**src/rtl/matrix_pkg.sv**
```systemverilog
// Shared types and helpers for the sequential matrix multiplier.
package matrix_pkg;

  localparam int unsigned DefN = 4;
  localparam int unsigned DefW = 16;

  typedef enum logic [1:0] {StIdle, StCompute, StDone} state_e;

  // Bit offset of element [r][c] in a row-major packed N x N matrix of W-bit elements.
  function automatic int unsigned elem_off(input int unsigned r, input int unsigned c,
                                           input int unsigned n, input int unsigned w);
    return (r * n + c) * w;
  endfunction

  // Clamp a signed value to the signed w-bit range; accumulators must fit in 64 bits.
  function automatic logic signed [63:0] sat_clamp(input logic signed [63:0] v,
                                                   input int unsigned w);
    logic signed [63:0] hi;
    logic signed [63:0] lo;
    hi = (64'sd1 <<< (w - 1)) - 64'sd1;
    lo = -hi - 64'sd1;
    if (v > hi) return hi;
    if (v < lo) return lo;
    return v;
  endfunction

endpackage

```
**src/rtl/mac_unit.sv**
```systemverilog
// Signed W x W multiply-accumulate; exposes the accumulator value including the current product.
module mac_unit #(
  parameter int unsigned W    = 16,
  parameter int unsigned AccW = 34
) (
  input  logic                   clk,
  input  logic                   reset,
  input  logic                   clear_i,
  input  logic                   acc_en_i,
  input  logic [W-1:0]           a_i,
  input  logic [W-1:0]           b_i,
  output logic signed [AccW-1:0] acc_next_o
);

  logic signed [2*W-1:0]  prod;
  logic signed [AccW-1:0] acc_q, acc_d;

  always_comb begin
    prod       = (2*W)'($signed(a_i)) * (2*W)'($signed(b_i));
    acc_next_o = acc_q + AccW'(prod);
    acc_d      = acc_q;
    if (clear_i) begin
      acc_d = '0;
    end else if (acc_en_i) begin
      acc_d = acc_next_o;
    end
  end

  always_ff @(posedge clk or posedge reset) begin
    if (reset) begin
      acc_q <= '0;
    end else begin
      acc_q <= acc_d;
    end
  end

endmodule

```
**src/rtl/matrix_mult_seq.sv**
```systemverilog
// Sequential N x N signed matrix multiplier: one shared MAC, N^3 compute cycles, start/done.
module matrix_mult_seq #(
  parameter int unsigned N   = matrix_pkg::DefN,
  parameter int unsigned W   = matrix_pkg::DefW,
  parameter int unsigned SAT = 0
) (
  input  logic             clk,
  input  logic             reset,
  input  logic             start,
  input  logic [N*N*W-1:0] m1,
  input  logic [N*N*W-1:0] m2,
  output logic             busy,
  output logic             done,
  output logic [N*N*W-1:0] m_out
);
  import matrix_pkg::*;

  localparam int unsigned IW   = $clog2(N);
  localparam int unsigned AccW = 2 * W + $clog2(N);
  localparam int unsigned MW   = N * N * W;
  localparam logic [IW-1:0] Last = IW'(N - 1);

  state_e            state_q, state_d;
  logic [MW-1:0]     a_q, a_d, b_q, b_d, res_q, res_d, m_out_q, m_out_d;
  logic [IW-1:0]     r_q, r_d, c_q, c_d, k_q, k_d;
  logic              done_q, done_d;
  logic              mac_clear, mac_en;
  logic [W-1:0]      op_a, op_b, result;
  logic signed [AccW-1:0] acc_next;

  assign op_a = a_q[elem_off(32'(r_q), 32'(k_q), N, W) +: W];
  assign op_b = b_q[elem_off(32'(k_q), 32'(c_q), N, W) +: W];

  mac_unit #(
    .W    (W),
    .AccW (AccW)
  ) u_mac (
    .clk        (clk),
    .reset      (reset),
    .clear_i    (mac_clear),
    .acc_en_i   (mac_en),
    .a_i        (op_a),
    .b_i        (op_b),
    .acc_next_o (acc_next)
  );

  assign result = (SAT != 0) ? W'(sat_clamp(64'(acc_next), W)) : acc_next[W-1:0];

  always_comb begin
    state_d   = state_q;
    a_d       = a_q;
    b_d       = b_q;
    res_d     = res_q;
    m_out_d   = m_out_q;
    r_d       = r_q;
    c_d       = c_q;
    k_d       = k_q;
    done_d    = 1'b0;
    mac_clear = 1'b0;
    mac_en    = 1'b0;
    unique case (state_q)
      StIdle: begin
        if (start) begin
          a_d       = m1;
          b_d       = m2;
          r_d       = '0;
          c_d       = '0;
          k_d       = '0;
          mac_clear = 1'b1;
          state_d   = StCompute;
        end
      end
      StCompute: begin
        if (k_q == Last) begin
          // Final term of the dot product: store it and restart the accumulator.
          res_d[elem_off(32'(r_q), 32'(c_q), N, W) +: W] = result;
          mac_clear = 1'b1;
          k_d       = '0;
          if (c_q == Last) begin
            c_d = '0;
            if (r_q == Last) begin
              r_d     = '0;
              state_d = StDone;
            end else begin
              r_d = r_q + IW'(1);
            end
          end else begin
            c_d = c_q + IW'(1);
          end
        end else begin
          mac_en = 1'b1;
          k_d    = k_q + IW'(1);
        end
      end
      StDone: begin
        m_out_d = res_q;
        done_d  = 1'b1;
        state_d = StIdle;
      end
      default: state_d = StIdle;
    endcase
  end

  always_ff @(posedge clk or posedge reset) begin
    if (reset) begin
      state_q <= StIdle;
      a_q     <= '0;
      b_q     <= '0;
      res_q   <= '0;
      m_out_q <= '0;
      r_q     <= '0;
      c_q     <= '0;
      k_q     <= '0;
      done_q  <= 1'b0;
    end else begin
      state_q <= state_d;
      a_q     <= a_d;
      b_q     <= b_d;
      res_q   <= res_d;
      m_out_q <= m_out_d;
      r_q     <= r_d;
      c_q     <= c_d;
      k_q     <= k_d;
      done_q  <= done_d;
    end
  end

  assign busy  = (state_q != StIdle);
  assign done  = done_q;
  assign m_out = m_out_q;

endmodule

```
**config.mk**
```make
export PLATFORM = sky130hd
export DESIGN_NAME = matrix_mult_seq
export DESIGN_NICKNAME = d
export VERILOG_FILES = /design/src/rtl/matrix_pkg.sv /design/src/rtl/mac_unit.sv /design/src/rtl/matrix_mult_seq.sv
export SDC_FILE = /design/constraint.sdc
export NUM_CORES = 2
export LEC_CHECK = 0
export CORE_AREA = 8 8 367 369
export CTS_CLUSTER_SIZE = 14
export DETAILED_ROUTE_END_ITERATION = 8
export DIE_AREA = 0 0 375 377
export SLEW_MARGIN = 20
export SYNTH_ARGS = -nofsm -noshare
export SYNTH_HDL_FRONTEND = slang
export SYNTH_SLANG_ARGS = --single-unit
```
**constraint.sdc**
```tcl
create_clock -name clk -period 47.9 [get_ports clk]
set_clock_uncertainty 0.05 [all_clocks]
set_input_delay 9.58 -clock clk [delete_from_list [all_inputs] [get_ports clk]]
set_output_delay 9.58 -clock clk [all_outputs]
set_load 0.02 [all_outputs]
```
# Yosys cells after proc, flatten, opt, wreduce, memory -nomap -nowiden
# Index checks and enable logic that the tools add are counted.
totals:
  out_inout_bits: 258
  ff_bits: 1067
  input_bits: 515
op_classes:
  n_reduce_logical: 10
  n_eq_ne: 9
  addsub: 8
  n_mux: 24
  mul: 1
  shifts: 4
op_table:
  columns: ["cell", "n"]
  rows:
  - ["$shiftx 256x10->16", 2]
  - ["$bwmux 256", 1]
  - ["$shift 16x34->256 const A", 1]
  - ["$shiftx 16x34->256", 1]
  - ["$mux 34", 2]
  - ["$add 34x32->34", 1]
  - ["$neg 9->34", 1]
  - ["$mul 16x16->32", 1]
  - ["$mux 2", 11]
  - ["$pmux 2 s2", 4]
  - ["$add 4x2->5", 3]
  - ["$eq 2x2->1 const B", 4]
  - ["$ne 2x2->1 const B", 4]
  - ["$reduce_and 4->1", 2]
  - ["$add 2x1->2 const B", 3]
  - ["$reduce_and 2->1", 3]
  - ["$reduce_bool 2->1", 3]
  - ["$mux 1", 5]
  - ["$reduce_and 3->1", 1]
  - ["$eq 2x1->1 const B", 1]
  - ["$logic_not 2->1", 1]
  - ["$pmux 1 s2", 1]

# Logic depth before layout (Yosys ltp)
logic_depth:
  ltp_word: 6
  mapped_depth: 31
  depth_no_buf: 26

# Modules after synthesis
# From an unflattened synthesis, not the netlist that was laid out.
hier_totals:
  hier_cells: 5339
  hier_area_um2: 55812.3
by_module_without_submodules:
  columns: ["mod", "area_per_inst_um2", "instances", "cells_each", "seq_area_each_um2"]
  rows:
  - ["matrix_mult_seq", 42809.8, 1, 3932, 25849.8]
  - ["mac_unit", 13002.5, 1, 1407, 850.8]

# Worst setup path before layout
# Ideal clock, no wire load.
synth_path:
  path_kind: "input to register"
  start: "in start"
  end: "reg b_q[0]"
  cell_stages: 5
  t_required_ns: 47.725
  slack_ns: 36.788
  arrival_time_ns: 10.937
  setup_ns: 0.125
  path_cell_list: "inv_1 > nor2_1 > clkbuf_1 > clkbuf_1 > mux2_2"
synth_via:
  elab_chain_len: 1
synth_rtl:
  columns: ["item", "line", "rtl"]
  rows:
  - ["from (decl)", "matrix_mult_seq.sv:9", "input logic start,"]
  - ["$reduce_and 2->1 (no source line)", null, null]
  - ["to (signal assigned)", "matrix_mult_seq.sv:108", "b_q <= '0;"]
  - ["to (signal assigned)", "matrix_mult_seq.sv:118", "b_q <= b_d;"]
  - ["to (decl)", "matrix_mult_seq.sv:24", "logic [MW-1:0] a_q, a_d, b_q, b_d, res_q, res_d, m_out_q, m_out_d;"]
# No other way between the ends.
# A chain may end at the register's enable or synchronous reset.

# Worst setup path in the final report
layout_path:
  start: "in start"
  end: "reg a_q[60]"
layout_via:
  elab_chain_len: 1
layout_rtl:
  columns: ["item", "line", "rtl"]
  rows:
  - ["$reduce_and 2->1 (no source line)", null, null]
  - ["to (signal assigned)", "matrix_mult_seq.sv:107", "a_q <= '0;"]
  - ["to (signal assigned)", "matrix_mult_seq.sv:117", "a_q <= a_d;"]
  - ["to (decl)", "matrix_mult_seq.sv:24", null]
# No other way between the ends.

==> results.md <==
- Die extent in x: ~380 µm
- Die area: roughly 140000 µm²
- Uppermost routed layer: met5
- WL final: 150700 µm
- Finished Layout Cells: around 6000
- Post-Syn Nets: just over 4000
- Setup violations, final: 0
- Met3 wire length: 10770 µm
- ANT nets after route: 0
- Placed instance area: 56740 µm²
- Most frequent cells in the layout: dfrtp_1 (1044), mux2_2 (801), clkdlybuf4s50_1 (772), nand2_1 (311), o21ai_0 (197)
- Max Slew Vio Count: 0
- Area of the core: approximately 130000 µm²
- Footprint of the multi-input gates: 19570 µm²
- R2R Path Start: k_q[0]
- GRT overflow: 0
- CTS Hold Buffers Added: 0
- Unique cell type count in the Yosys netlist: 48
- Setup Buffers After CTS: 0
- Clock sink total: 1049
- Commonest non-fill, non-tap cell in the layout: dfrtp_1
- Ports: 773
- Synth Instances: 3421
- DRT Pass-1 Iters: 5
- RR Endpoint: res_q[27]
- P&R area growth vs syn: 28.42%
- # port buffers: 772
- CTS buffer count: between 100 and 150
- Post-synth EDFFs: 0
- Ys async rst share: 100.0%
- Largest net degree at the start of global routing: 182
- Crit path DAT: ~13 ns
- Actual slew at the worst max-slew pin: between 1 and 1.5 ns
- CP endpoint kind: flip-flop
- Critical Path Start Type: input port
- Die H: about 380 µm
- Worst hold path type: reg2reg
- Layout Nets: 4839
- Status: complete, no violations
- Synthesized flop and latch total: 1049
- Routability Congestion: 0.8195
- Clk root buf: clkbuf_16
- FF-to-FF path depth: 23
- Yosys warns: 0
- Wire per inst: 25.25 µm
- Post-route DRC: 0
- Fillcell total: 11516
- Placed cells: 5715
- Avg Cell Area, Syn: 13.82 µm²
- Layout cells sized above 1: between 20 and 30%
- Vias/cell: 5.032
- Crit-path max FO: 158
- DRT met1 WL: 62030 µm
- Vias: approximately 30000
- Number of global-route vias before repair: 31746
- Initial antenna violation count: 76
- Hold Slack: about 0.42 ns
- Mapped Area: 47270 µm²
- Worst R2R Setup Slack: between 30 and 40 ns
- First-pass GRT wire length: approximately 220000 µm
- Crit Path Category: in2reg
- CP startpoint: start
- CP required: ~48 ns
- Tcrit/Tclk final: 26.13%
- TritonCTS clock tree: built
- Number of H-tree levels: 3
- Max Cap Viol: 0
- RSZ-0062 raised after global routing: no
- Met2 routed WL: ~74000 µm
- Setup_tns: 0 ns
- Resized cells post-CTS: 0
- Register area: roughly 26000 µm²
- Crit path time final: between 10 and 15 ns
- Min-delay src: res_q[117]
- DRT iter0 DRCs: 1984
- DP HPWL: 112500 µm
- Share of the yosys chip area belonging to registers: between 50% and 60%
- Fin. Hold Viols: 0
- Finished Cell Area: 60700 µm²
- Tot GR Track Use: between 20% and 30%
- Maximum clock path buffer count: 3
- Max_slew headroom: ~20%
- Hold Path Depth: 2
- Initial Util: a little under two fifths
- FP Rows: approximately 130
- Clock Latency Late Sink: 0.75 ns
- Peak Freq: ~80 MHz
- Dominant synthesized flop cell: dfrtp_1
- Min-Delay Endpoint: res_q[117]
- Clock transition at path regs: ~0.060 ns
layout make-up:
class | count | share of cell area (%)
sequential | 1049 | 43.27
multi-input combinational | 1991 | 32.24
timing repair buffer | 819 | 13.47
clock buffer | 161 | 5.316
tap | 1675 | 3.452
inverter | 183 | 1.144
clock inverter | 45 | 0.9213
antenna | 44 | 0.1814
cells in the mapped netlist, types with 2 or more instances:
library cell | number | area, µm²
dfrtp_1 | 1049 | 26250
mux2_2 | 801 | 9020
nand2_1 | 313 | 1175
o21ai_0 | 198 | 991.0
inv_1 | 181 | 679.4
clkbuf_1 | 161 | 604.3
mux4_2 | 134 | 3018
nor2_1 | 107 | 401.6
fa_1 | 93 | 1862
ha_1 | 75 | 938.4
a22o_1 | 51 | 446.7
xnor2_1 | 39 | 341.6
nor2b_1 | 29 | 181.4
mux2i_1 | 17 | 170.2
buf_2 | 16 | 80.08
or2_2 | 16 | 100.1
a21oi_1 | 15 | 75.07
nand2b_1 | 12 | 75.07
o31ai_1 | 12 | 90.09
and2_1 | 10 | 62.56
buf_4 | 10 | 75.07
nand3_1 | 10 | 50.05
o21ai_1 | 10 | 50.05
a22oi_1 | 8 | 60.06
o21bai_1 | 7 | 52.55
buf_1 | 6 | 22.52
buf_6 | 5 | 56.30
a221oi_2 | 4 | 60.06
xor2_1 | 4 | 35.03
a221oi_1 | 3 | 26.28
and3_1 | 3 | 18.77
nor3_1 | 3 | 15.01
a211oi_1 | 2 | 15.01
a21o_1 | 2 | 15.01
a221oi_4 | 2 | 52.55
flip-flops by register name, indices dropped and copies added (netlist names), 16 cells and up:
| register | flops |
|---|---|
| u_mac.acc_q | 16 |
| m_out | 256 |
| a_q | 256 |
| b_q | 256 |
| res_q | 256 |
logic make-up (layout without fill, tap and decap cells):
family,after synthesis,count (layout),share of synthesized area (%)
XOR/XNOR,44,44,0.8311
AO/OA/AOI/OAI,320,320,4.198
other,0,44,0
flip-flops,1049,1049,55.53
AND/OR/NAND/NOR,507,507,4.463
adder cells (fa/ha/maj),168,168,5.924
buffers and inverters,381,1208,3.227
multiplexers,952,952,25.83
critical path, cell delays in order:
cell             delay (ns)
clkdlybuf4s50_1        0.59
inv_1                  0.11
nor2_4                 0.13
buf_12                 0.55
buf_12                 0.54
buf_4                  0.85
mux2_2                 0.42
metrics by stage:
| stage | util [%] | worst slack [ns] |
|---|---|---|
| floorplan | - | 8.745 |
| global placement | 44.10 | 34.01 |
| detailed placement | 44.10 | 34.14 |
| CTS | 47.05 | 34.94 |
| global route | 47.15 | 35.08 |
| finish | 47.18 | 35.38 |
worst max-delay path by stage:
stage	end	slack, ns
5_1_grt	res_q[173]	35.08
2_1_floorplan	a_q[0]	8.74
3_3_place_gp	b_q[213]	34.01
4_1_cts	res_q[173]	34.94
3_5_place_dp	m_out[103]	34.14
6_report	a_q[60]	35.38
per-layer routing:
| layer | global-route usage, % | up-vias |
|---|---|---|
| met5 | 0 | - |
| met4 | 7.635 | 50 |
| met3 | 6.629 | 219 |
| met2 | 34.11 | 814 |
| met1 | 26.49 | 15500 |
| li1 | - | 13441 |
Power is not shown: default switching activity piles up to over one toggle a cycle in this logic, so the estimate is an artifact.
